<file path="config.mk">
export PLATFORM = sky130hd
export DESIGN_NAME = tidc_txn_monitor
export DESIGN_NICKNAME = d
export VERILOG_FILES = /design/src/rtl/tidc_txn_monitor_pkg.sv /design/src/rtl/tidc_txn_monitor_probe_tracker.sv /design/src/rtl/tidc_txn_monitor.sv
export SDC_FILE = /design/constraint.sdc
export NUM_CORES = 1
export LEC_CHECK = 0
export ABC_CLOCK_PERIOD_IN_PS = 5250
export CAP_MARGIN = 10
export CORE_ASPECT_RATIO = 2
export CORE_MARGIN = 2
export CORE_UTILIZATION = 30
export CTS_CLUSTER_SIZE = 24
export DETAILED_ROUTE_END_ITERATION = 8
export GPL_ROUTABILITY_DRIVEN = 0
export SYNTH_ARGS = -nofsm -noshare
export SYNTH_HDL_FRONTEND = slang
export SYNTH_SLANG_ARGS = --single-unit
</file>
<file path="constraint.sdc">
create_clock -name clk -period 5.25 [get_ports clk]
set_input_delay 0.525 -clock clk [delete_from_list [all_inputs] [get_ports clk]]
set_output_delay 0.525 -clock clk [all_outputs]
set_load 0.01 [all_outputs]
</file>
<file path="src/rtl/tidc_txn_monitor_pkg.sv">
// Shared types and constants for the TIDC transaction monitor.
package tidc_mon_pkg;

   // Per-channel probe tracker state.
   typedef enum logic {
      PS_IDLE     = 1'b0,
      PS_WAIT_ACK = 1'b1
   } probe_state_t;

   // Default cycle budget between a probe request and its ack.
   localparam int unsigned DEFAULT_PROBE_TIMEOUT = 1000;

endpackage

</file>
<file path="src/rtl/tidc_txn_monitor_probe_tracker.sv">
// One channel's probe request/ack tracker: state, latency, max latency and
// sticky timeout / protocol-error flags.
module tidc_probe_tracker
   import tidc_mon_pkg::*;
#(
   parameter int unsigned ADDR_W        = 64,
   parameter int unsigned PROBE_TIMEOUT = DEFAULT_PROBE_TIMEOUT,
   parameter int unsigned LAT_W         = $clog2(PROBE_TIMEOUT + 1)
) (
   input  logic              clk,
   input  logic              rst_n,
   input  logic              i_clear,
   input  logic              i_req_ev,
   input  logic [ADDR_W-1:0] i_req_addr,
   input  logic              i_ack_ev,
   input  logic [ADDR_W-1:0] i_ack_addr,
   output logic [LAT_W-1:0]  o_max_lat,
   output logic              o_timeout_flag,
   output logic              o_proto_err
);

   probe_state_t      r_state;
   logic [LAT_W-1:0]  r_lat;
   logic [LAT_W-1:0]  r_max_lat;
   logic [ADDR_W-1:0] r_addr;
   logic              r_timeout;
   logic              r_proto;

   logic [LAT_W-1:0]  w_lat_next;
   logic              w_lat_done;
   logic              w_ack_match;
   logic              w_same_cycle_match;

   // Latency seen by an event on this edge is the cycle count since the req edge.
   assign w_lat_next         = r_lat + 1'b1;
   assign w_lat_done         = (w_lat_next == LAT_W'(PROBE_TIMEOUT));
   assign w_ack_match        = (i_ack_addr == r_addr);
   assign w_same_cycle_match = (i_ack_addr == i_req_addr);

   // Probe FSM with latency tracking and sticky error flags.
   always_ff @(posedge clk) begin
      if (!rst_n) begin
         r_state   <= PS_IDLE;
         r_lat     <= '0;
         r_max_lat <= '0;
         r_addr    <= '0;
         r_timeout <= 1'b0;
         r_proto   <= 1'b0;
      end else if (i_clear) begin
         r_state   <= PS_IDLE;
         r_lat     <= '0;
         r_max_lat <= '0;
         r_timeout <= 1'b0;
         r_proto   <= 1'b0;
      end else begin
         case (r_state)
            PS_IDLE: begin
               if (i_req_ev) begin
                  r_addr <= i_req_addr;
                  r_lat  <= '0;
                  if (i_ack_ev) begin
                     // Same-cycle completion has latency 0, so max is unchanged.
                     if (!w_same_cycle_match) begin
                        r_proto <= 1'b1;
                     end
                  end else begin
                     r_state <= PS_WAIT_ACK;
                  end
               end else if (i_ack_ev) begin
                  r_proto <= 1'b1;
               end
            end
            PS_WAIT_ACK: begin
               if (i_req_ev) begin
                  r_proto <= 1'b1;
                  r_addr  <= i_req_addr;
                  r_lat   <= '0;
               end else if (i_ack_ev) begin
                  r_state <= PS_IDLE;
                  if (w_ack_match) begin
                     if (w_lat_next > r_max_lat) begin
                        r_max_lat <= w_lat_next;
                     end
                  end else begin
                     r_proto <= 1'b1;
                  end
               end else if (w_lat_done) begin
                  r_timeout <= 1'b1;
                  r_state   <= PS_IDLE;
               end else begin
                  r_lat <= w_lat_next;
               end
            end
            default: r_state <= PS_IDLE;
         endcase
      end
   end

   assign o_max_lat      = r_max_lat;
   assign o_timeout_flag = r_timeout;
   assign o_proto_err    = r_proto;

endmodule

</file>
<file path="src/rtl/tidc_txn_monitor.sv">
// Transaction monitor: edge-detects L1/L2 valids, keeps saturating
// statistics, tracks L2 outstanding commands and per-channel probe latency.
module tidc_txn_monitor
   import tidc_mon_pkg::*;
#(
   parameter int unsigned NUM_L1        = 2,
   parameter int unsigned ADDR_W        = 64,
   parameter int unsigned CNT_W         = 32,
   parameter int unsigned PROBE_TIMEOUT = DEFAULT_PROBE_TIMEOUT,
   parameter int unsigned LAT_W         = $clog2(PROBE_TIMEOUT + 1),
   parameter int unsigned OUT_W         = 4
) (
   input  logic                     clk,
   input  logic                     rst_n,
   input  logic                     clear,
   input  logic [NUM_L1-1:0]        l1_data_valid,
   input  logic [NUM_L1-1:0]        l1_data_error,
   input  logic [NUM_L1-1:0]        probe_req_valid,
   input  logic [NUM_L1*ADDR_W-1:0] probe_req_addr,
   input  logic [NUM_L1-1:0]        probe_ack_valid,
   input  logic [NUM_L1*ADDR_W-1:0] probe_ack_addr,
   input  logic                     l2_cmd_valid,
   input  logic                     l2_response_valid,
   input  logic                     l2_response_error,
   output logic [CNT_W-1:0]         total_cycles,
   output logic [CNT_W-1:0]         success_count,
   output logic [CNT_W-1:0]         error_count,
   output logic [CNT_W-1:0]         probe_req_count,
   output logic [CNT_W-1:0]         probe_ack_count,
   output logic [CNT_W-1:0]         l2_cmd_count,
   output logic [NUM_L1*CNT_W-1:0]  txn_count,
   output logic [NUM_L1*LAT_W-1:0]  max_probe_lat,
   output logic [OUT_W-1:0]         l2_outstanding,
   output logic [NUM_L1-1:0]        timeout_flag,
   output logic [NUM_L1-1:0]        proto_err,
   output logic                     l2_proto_err,
   output logic                     any_error
);

   logic [NUM_L1-1:0] r_prev_dv;
   logic [NUM_L1-1:0] r_prev_req;
   logic [NUM_L1-1:0] r_prev_ack;
   logic              r_prev_cmd;
   logic              r_prev_resp;

   logic [CNT_W-1:0]  r_total;
   logic [CNT_W-1:0]  r_succ;
   logic [CNT_W-1:0]  r_err;
   logic [CNT_W-1:0]  r_preq;
   logic [CNT_W-1:0]  r_pack;
   logic [CNT_W-1:0]  r_cmd_cnt;
   logic [CNT_W-1:0]  r_txn [NUM_L1];
   logic [OUT_W-1:0]  r_out;
   logic              r_l2_perr;

   logic [NUM_L1-1:0] w_dv_ev;
   logic [NUM_L1-1:0] w_req_ev;
   logic [NUM_L1-1:0] w_ack_ev;
   logic              w_cmd_ev;
   logic              w_resp_ev;
   logic [4:0]        w_succ_inc;
   logic [4:0]        w_err_inc;
   logic [4:0]        w_req_inc;
   logic [4:0]        w_ack_inc;

   // Saturating add; the 6 guard bits cover any per-cycle increment.
   function automatic logic [CNT_W-1:0] f_sat_add(input logic [CNT_W-1:0] a,
                                                  input logic [4:0]       b);
      logic [CNT_W+5:0] s;
      s = {6'b0, a} + {{(CNT_W + 1){1'b0}}, b};
      return (s[CNT_W+5:CNT_W] != '0) ? {CNT_W{1'b1}} : s[CNT_W-1:0];
   endfunction

   assign w_dv_ev   = l1_data_valid   & ~r_prev_dv;
   assign w_req_ev  = probe_req_valid & ~r_prev_req;
   assign w_ack_ev  = probe_ack_valid & ~r_prev_ack;
   assign w_cmd_ev  = l2_cmd_valid      & ~r_prev_cmd;
   assign w_resp_ev = l2_response_valid & ~r_prev_resp;

   // Population counts of same-cycle events feeding the aggregate counters.
   always_comb begin
      w_succ_inc = 5'(w_resp_ev & 1'b0);
      w_err_inc  = 5'(w_resp_ev & l2_response_error);
      w_req_inc  = '0;
      w_ack_inc  = '0;
      for (int unsigned i = 0; i < NUM_L1; i++) begin
         w_succ_inc = w_succ_inc + 5'(w_dv_ev[i] & ~l1_data_error[i]);
         w_err_inc  = w_err_inc  + 5'(w_dv_ev[i] &  l1_data_error[i]);
         w_req_inc  = w_req_inc  + 5'(w_req_ev[i]);
         w_ack_inc  = w_ack_inc  + 5'(w_ack_ev[i]);
      end
   end

   // Previous-valid registers for edge detection; not affected by clear.
   always_ff @(posedge clk) begin
      if (!rst_n) begin
         r_prev_dv   <= '0;
         r_prev_req  <= '0;
         r_prev_ack  <= '0;
         r_prev_cmd  <= 1'b0;
         r_prev_resp <= 1'b0;
      end else begin
         r_prev_dv   <= l1_data_valid;
         r_prev_req  <= probe_req_valid;
         r_prev_ack  <= probe_ack_valid;
         r_prev_cmd  <= l2_cmd_valid;
         r_prev_resp <= l2_response_valid;
      end
   end

   // Saturating statistics counters.
   always_ff @(posedge clk) begin
      if (!rst_n || clear) begin
         r_total   <= '0;
         r_succ    <= '0;
         r_err     <= '0;
         r_preq    <= '0;
         r_pack    <= '0;
         r_cmd_cnt <= '0;
         for (int unsigned i = 0; i < NUM_L1; i++) begin
            r_txn[i] <= '0;
         end
      end else begin
         r_total   <= f_sat_add(r_total, 5'd1);
         r_succ    <= f_sat_add(r_succ, w_succ_inc);
         r_err     <= f_sat_add(r_err, w_err_inc);
         r_preq    <= f_sat_add(r_preq, w_req_inc);
         r_pack    <= f_sat_add(r_pack, w_ack_inc);
         r_cmd_cnt <= f_sat_add(r_cmd_cnt, 5'(w_cmd_ev));
         for (int unsigned i = 0; i < NUM_L1; i++) begin
            r_txn[i] <= f_sat_add(r_txn[i], 5'(w_dv_ev[i]));
         end
      end
   end

   // L2 outstanding tracker with underflow/overflow protocol error.
   always_ff @(posedge clk) begin
      if (!rst_n || clear) begin
         r_out     <= '0;
         r_l2_perr <= 1'b0;
      end else begin
         case ({w_cmd_ev, w_resp_ev})
            2'b10: begin
               if (r_out == '1) begin
                  r_l2_perr <= 1'b1;
               end else begin
                  r_out <= r_out + 1'b1;
               end
            end
            2'b01: begin
               if (r_out == '0) begin
                  r_l2_perr <= 1'b1;
               end else begin
                  r_out <= r_out - 1'b1;
               end
            end
            default: ;
         endcase
      end
   end

   for (genvar g = 0; g < NUM_L1; g++) begin : g_ch
      assign txn_count[g*CNT_W +: CNT_W] = r_txn[g];

      tidc_probe_tracker #(
         .ADDR_W        (ADDR_W),
         .PROBE_TIMEOUT (PROBE_TIMEOUT),
         .LAT_W         (LAT_W)
      ) u_trk (
         .clk            (clk),
         .rst_n          (rst_n),
         .i_clear        (clear),
         .i_req_ev       (w_req_ev[g]),
         .i_req_addr     (probe_req_addr[g*ADDR_W +: ADDR_W]),
         .i_ack_ev       (w_ack_ev[g]),
         .i_ack_addr     (probe_ack_addr[g*ADDR_W +: ADDR_W]),
         .o_max_lat      (max_probe_lat[g*LAT_W +: LAT_W]),
         .o_timeout_flag (timeout_flag[g]),
         .o_proto_err    (proto_err[g])
      );
   end

   assign total_cycles    = r_total;
   assign success_count   = r_succ;
   assign error_count     = r_err;
   assign probe_req_count = r_preq;
   assign probe_ack_count = r_pack;
   assign l2_cmd_count    = r_cmd_cnt;
   assign l2_outstanding  = r_out;
   assign l2_proto_err    = r_l2_perr;
   assign any_error       = (|timeout_flag) | (|proto_err) | r_l2_perr | (r_err != '0);

endmodule
</file>
==> impl_metrics.env <==
export IMPL_critical_path_class="input port to flop"
export IMPL_synth_cell_types=67
export IMPL_syn_inst=2723
export IMPL_dp_hpwl_mm=65.2
export IMPL_fin_util_pct=40.9
export IMPL_place_ws_ps=866
export IMPL_cts_tree="done"
export IMPL_skew_ps=15.0
export IMPL_cts_made_buffers=45
export IMPL_achievable_frequency_mhz=262
export IMPL_vias=21200
export IMPL_power_leakage_nw=10.3
export IMPL_cts_setup_buffers=0
export IMPL_clock_power_share_pct=44.7
export IMPL_pwr_share_seq_pct=44.9
export IMPL_seq_area_frac_synth_pct=38.7
export IMPL_post_cts_resized=0
export IMPL_routed_via_density=4.96
export IMPL_drtIter0Drc=733
export IMPL_grt_pass1_vias=21300
export IMPL_yosys_register_bits=443
export IMPL_fp_dieW_um=199
export IMPL_n_fill_cell=7744
export IMPL_final_common_cell="clkdlybuf4s50_1"
export IMPL_switching_share_pct=25.1
export IMPL_die_y_um=395
export IMPL_p_comb_share_pct=10.5
export IMPL_finalNonFillerCells=4273
export IMPL_whs_ps=476
export IMPL_netSwitchingPower_mw=1.94
export IMPL_clk_latency_ps=590
export IMPL_powerDensity_nw_per_um2=249
export IMPL_worst_pin_slew_ps=1110
export IMPL_yosysWarnings=0
export IMPL_grt_max_degree=146
export IMPL_wl_per_cell_um=19.5
export IMPL_port_buffers=555
export IMPL_rows=143
export IMPL_setup_violations_final=0
export IMPL_min_period_ps=3820
export IMPL_maxCapViolCount=0
export IMPL_start_util_pct=30.2
export IMPL_clk_pin_slew_ps=60
export IMPL_crit_path_top_delay_cell="or2_1"
export IMPL_min_path_type="flop to flop"
export IMPL_grt_util_all_layers_pct=20.7
export IMPL_antenna_found_initial=4
export IMPL_clock_sinks=443
export IMPL_cp_max_fo=27
export IMPL_grt_overflow=0
export IMPL_slew_headroom_pct=25.0
export IMPL_final_area_um2=30900
export IMPL_core_area_um2=75700
export IMPL_detail_route_antenna_nets=0
export IMPL_critPathRequiredTime_ps=5770
export IMPL_setup_ws_ps=1430
export IMPL_synth_edf_count=0
export IMPL_layout_drive_gt1_share_pct=3.72
export IMPL_ctsHoldBuffers=0
export IMPL_htreeDepth=2
export IMPL_tns_ps=0
export IMPL_synth_ff_type="dfxtp_1"
export IMPL_worstPathCellList="clkdlybuf4s50_1, nor2b_1, buf_4, clkinv_1, buf_4, fa_1, inv_1, ha_1, inv_1, or4_1, or3_1, or2_1, nand3_1, o211a_1"
export IMPL_cts_root_buf="clkbuf_16"
export IMPL_placed_cell_area_um2=29400
export IMPL_rsz0062_at_grt="false"
export IMPL_hold_viol=0
export IMPL_final_net_count=3541
export IMPL_arrival_ps=4350
export IMPL_p_int_mw=5.76
export IMPL_cp_end_kind="flop"
export IMPL_synthesis_area_um2=22900
export IMPL_outcome="finished clean"
export IMPL_grt_pass1_wl_mm=124
export IMPL_dieArea_um2=78700
export IMPL_syn_area_per_cell_um2=8.41
export IMPL_async_reset_ff_share_pct=0
export IMPL_power_mw=7.70
export IMPL_slew_viol_final=0
export IMPL_final_cell_mix="554 x clkdlybuf4s50_1, 443 x dfxtp_1, 411 x nand2_1"
export IMPL_clockBufferDepth=3
export IMPL_place_inst=4190
export IMPL_post_route_period_util_pct=72.8
export IMPL_cp_start_kind="input port"
export IMPL_ios=556
export IMPL_drt_first_pass_iters=5
export IMPL_ir_drop_mv=0.242
export IMPL_syn_to_final_growth_pct=35.2
export IMPL_cpPeakStageDelay_ps=640
export IMPL_finalWirelength_mm=83.5
export IMPL_syn_nets=3041
export IMPL_drc=0
==> power groups by stage <==
| stage | combinational (mW) | clock, mW | sequential [mW] |
|---|---|---|---|
| 3_5_place_dp | 0.812 | 0 | 3.53 |
| 4_1_cts | 0.815 | 3.57 | 3.45 |
| 3_3_place_gp | 0.809 | 0 | 3.53 |
| 6_report | 0.805 | 3.44 | 3.45 |
| 5_1_grt | 0.867 | 3.67 | 3.46 |
| 2_1_floorplan | 0.353 | 0 | 3.53 |
==> layer usage <==
layer	vias to the layer above	part of all wire, %	global-route usage (%)
met5	-	0.016	0
met4	2	5.3	10.4
met3	156	8.2	6.08
met2	674	51	38.1
met1	9931	36	20.7
li1	10400	-	-
==> path summary, 6_finish.rpt <==
kind / from / end / slack (ps) / cells after the start
min: g_ch[1].u_trk.r_addr[36]$_SDFFE_PN0P_ / g_ch[1].u_trk.r_addr[36]$_SDFFE_PN0P_ / 480 / 2
max: probe_req_valid[1] / probe_req_count[29]$_SDFF_PP0_ / 1430 / 14
max reg2reg: r_prev_req[1]$_SDFF_PN0_ / probe_req_count[29]$_SDFF_PP0_ / 1570 / 13
min reg2reg: g_ch[1].u_trk.r_addr[36]$_SDFFE_PN0P_ / g_ch[1].u_trk.r_addr[36]$_SDFFE_PN0P_ / 480 / 2
==> registers in the layout, indices dropped and copies added, names as in the netlist, 4 cells and up <==
register,flops
g_ch.u_trk.r_addr,128
r_txn,64
error_count,32
l2_cmd_count,32
probe_ack_count,32
probe_req_count,32
success_count,32
total_cycles,32
g_ch.u_trk.o_max_lat,20
g_ch.u_trk.r_lat,20
l2_outstanding,4
==> cell families (layout without fill, tap and decap cells) <==
family / count (synthesis) / after routing / share of synthesized area [%]
compound gates: 478 / 478 / 13.1
other cells: 0 / 1 / 0
simple gates: 1051 / 1051 / 22.9
flops: 443 / 443 / 38.7
buf+inv: 223 / 757 / 3.94
fa+ha+maj: 48 / 48 / 2.82
xor+xnor: 452 / 452 / 17.3
mux: 28 / 28 / 1.22
==> area by class of cell <==
class                   count  area, um^2  share of cell area, %
repair buffers            575        5730                   18.5
clock buffers              65        1330                   4.31
well taps                1015        1270                   4.10
inverters                 101         379                   1.23
multi-input cells        2057       13200                   42.6
flip-flops and latches    443        8870                   28.7
diodes                      1        2.50                0.00809
clock inverters            16         198                  0.639
==> critical path: cells and delay by family <==
kind	cells	cell delay [ps]
adder cells (fa/ha/maj)	2	620
AND/OR/NAND/NOR	5	1990
buffers and inverters	6	1050
AO/OA/AOI/OAI	1	150
==> synthesized netlist by cell type, types with 27 or more instances <==
cell      count  share of area [%]
dfxtp_1     443                 39
nand2_1     411                6.7
a21oi_1     245                5.4
xnor2_1     238                9.1
xor2_1      214                8.2
a21boi_0    129                4.2
nand3_1     115                2.5
nand4_1     105                2.9
clkbuf_1    104                1.7
inv_1       100                1.6
nor2_1      100                1.6
nor4_1       73                2.0
nor3_1       55                1.2
ha_1         42                2.3
and3_1       40                1.1
nor2b_1      31               0.85
mux2i_1      28                1.2
and4_1       27                1.0
(Power assumes the default switching activity.)
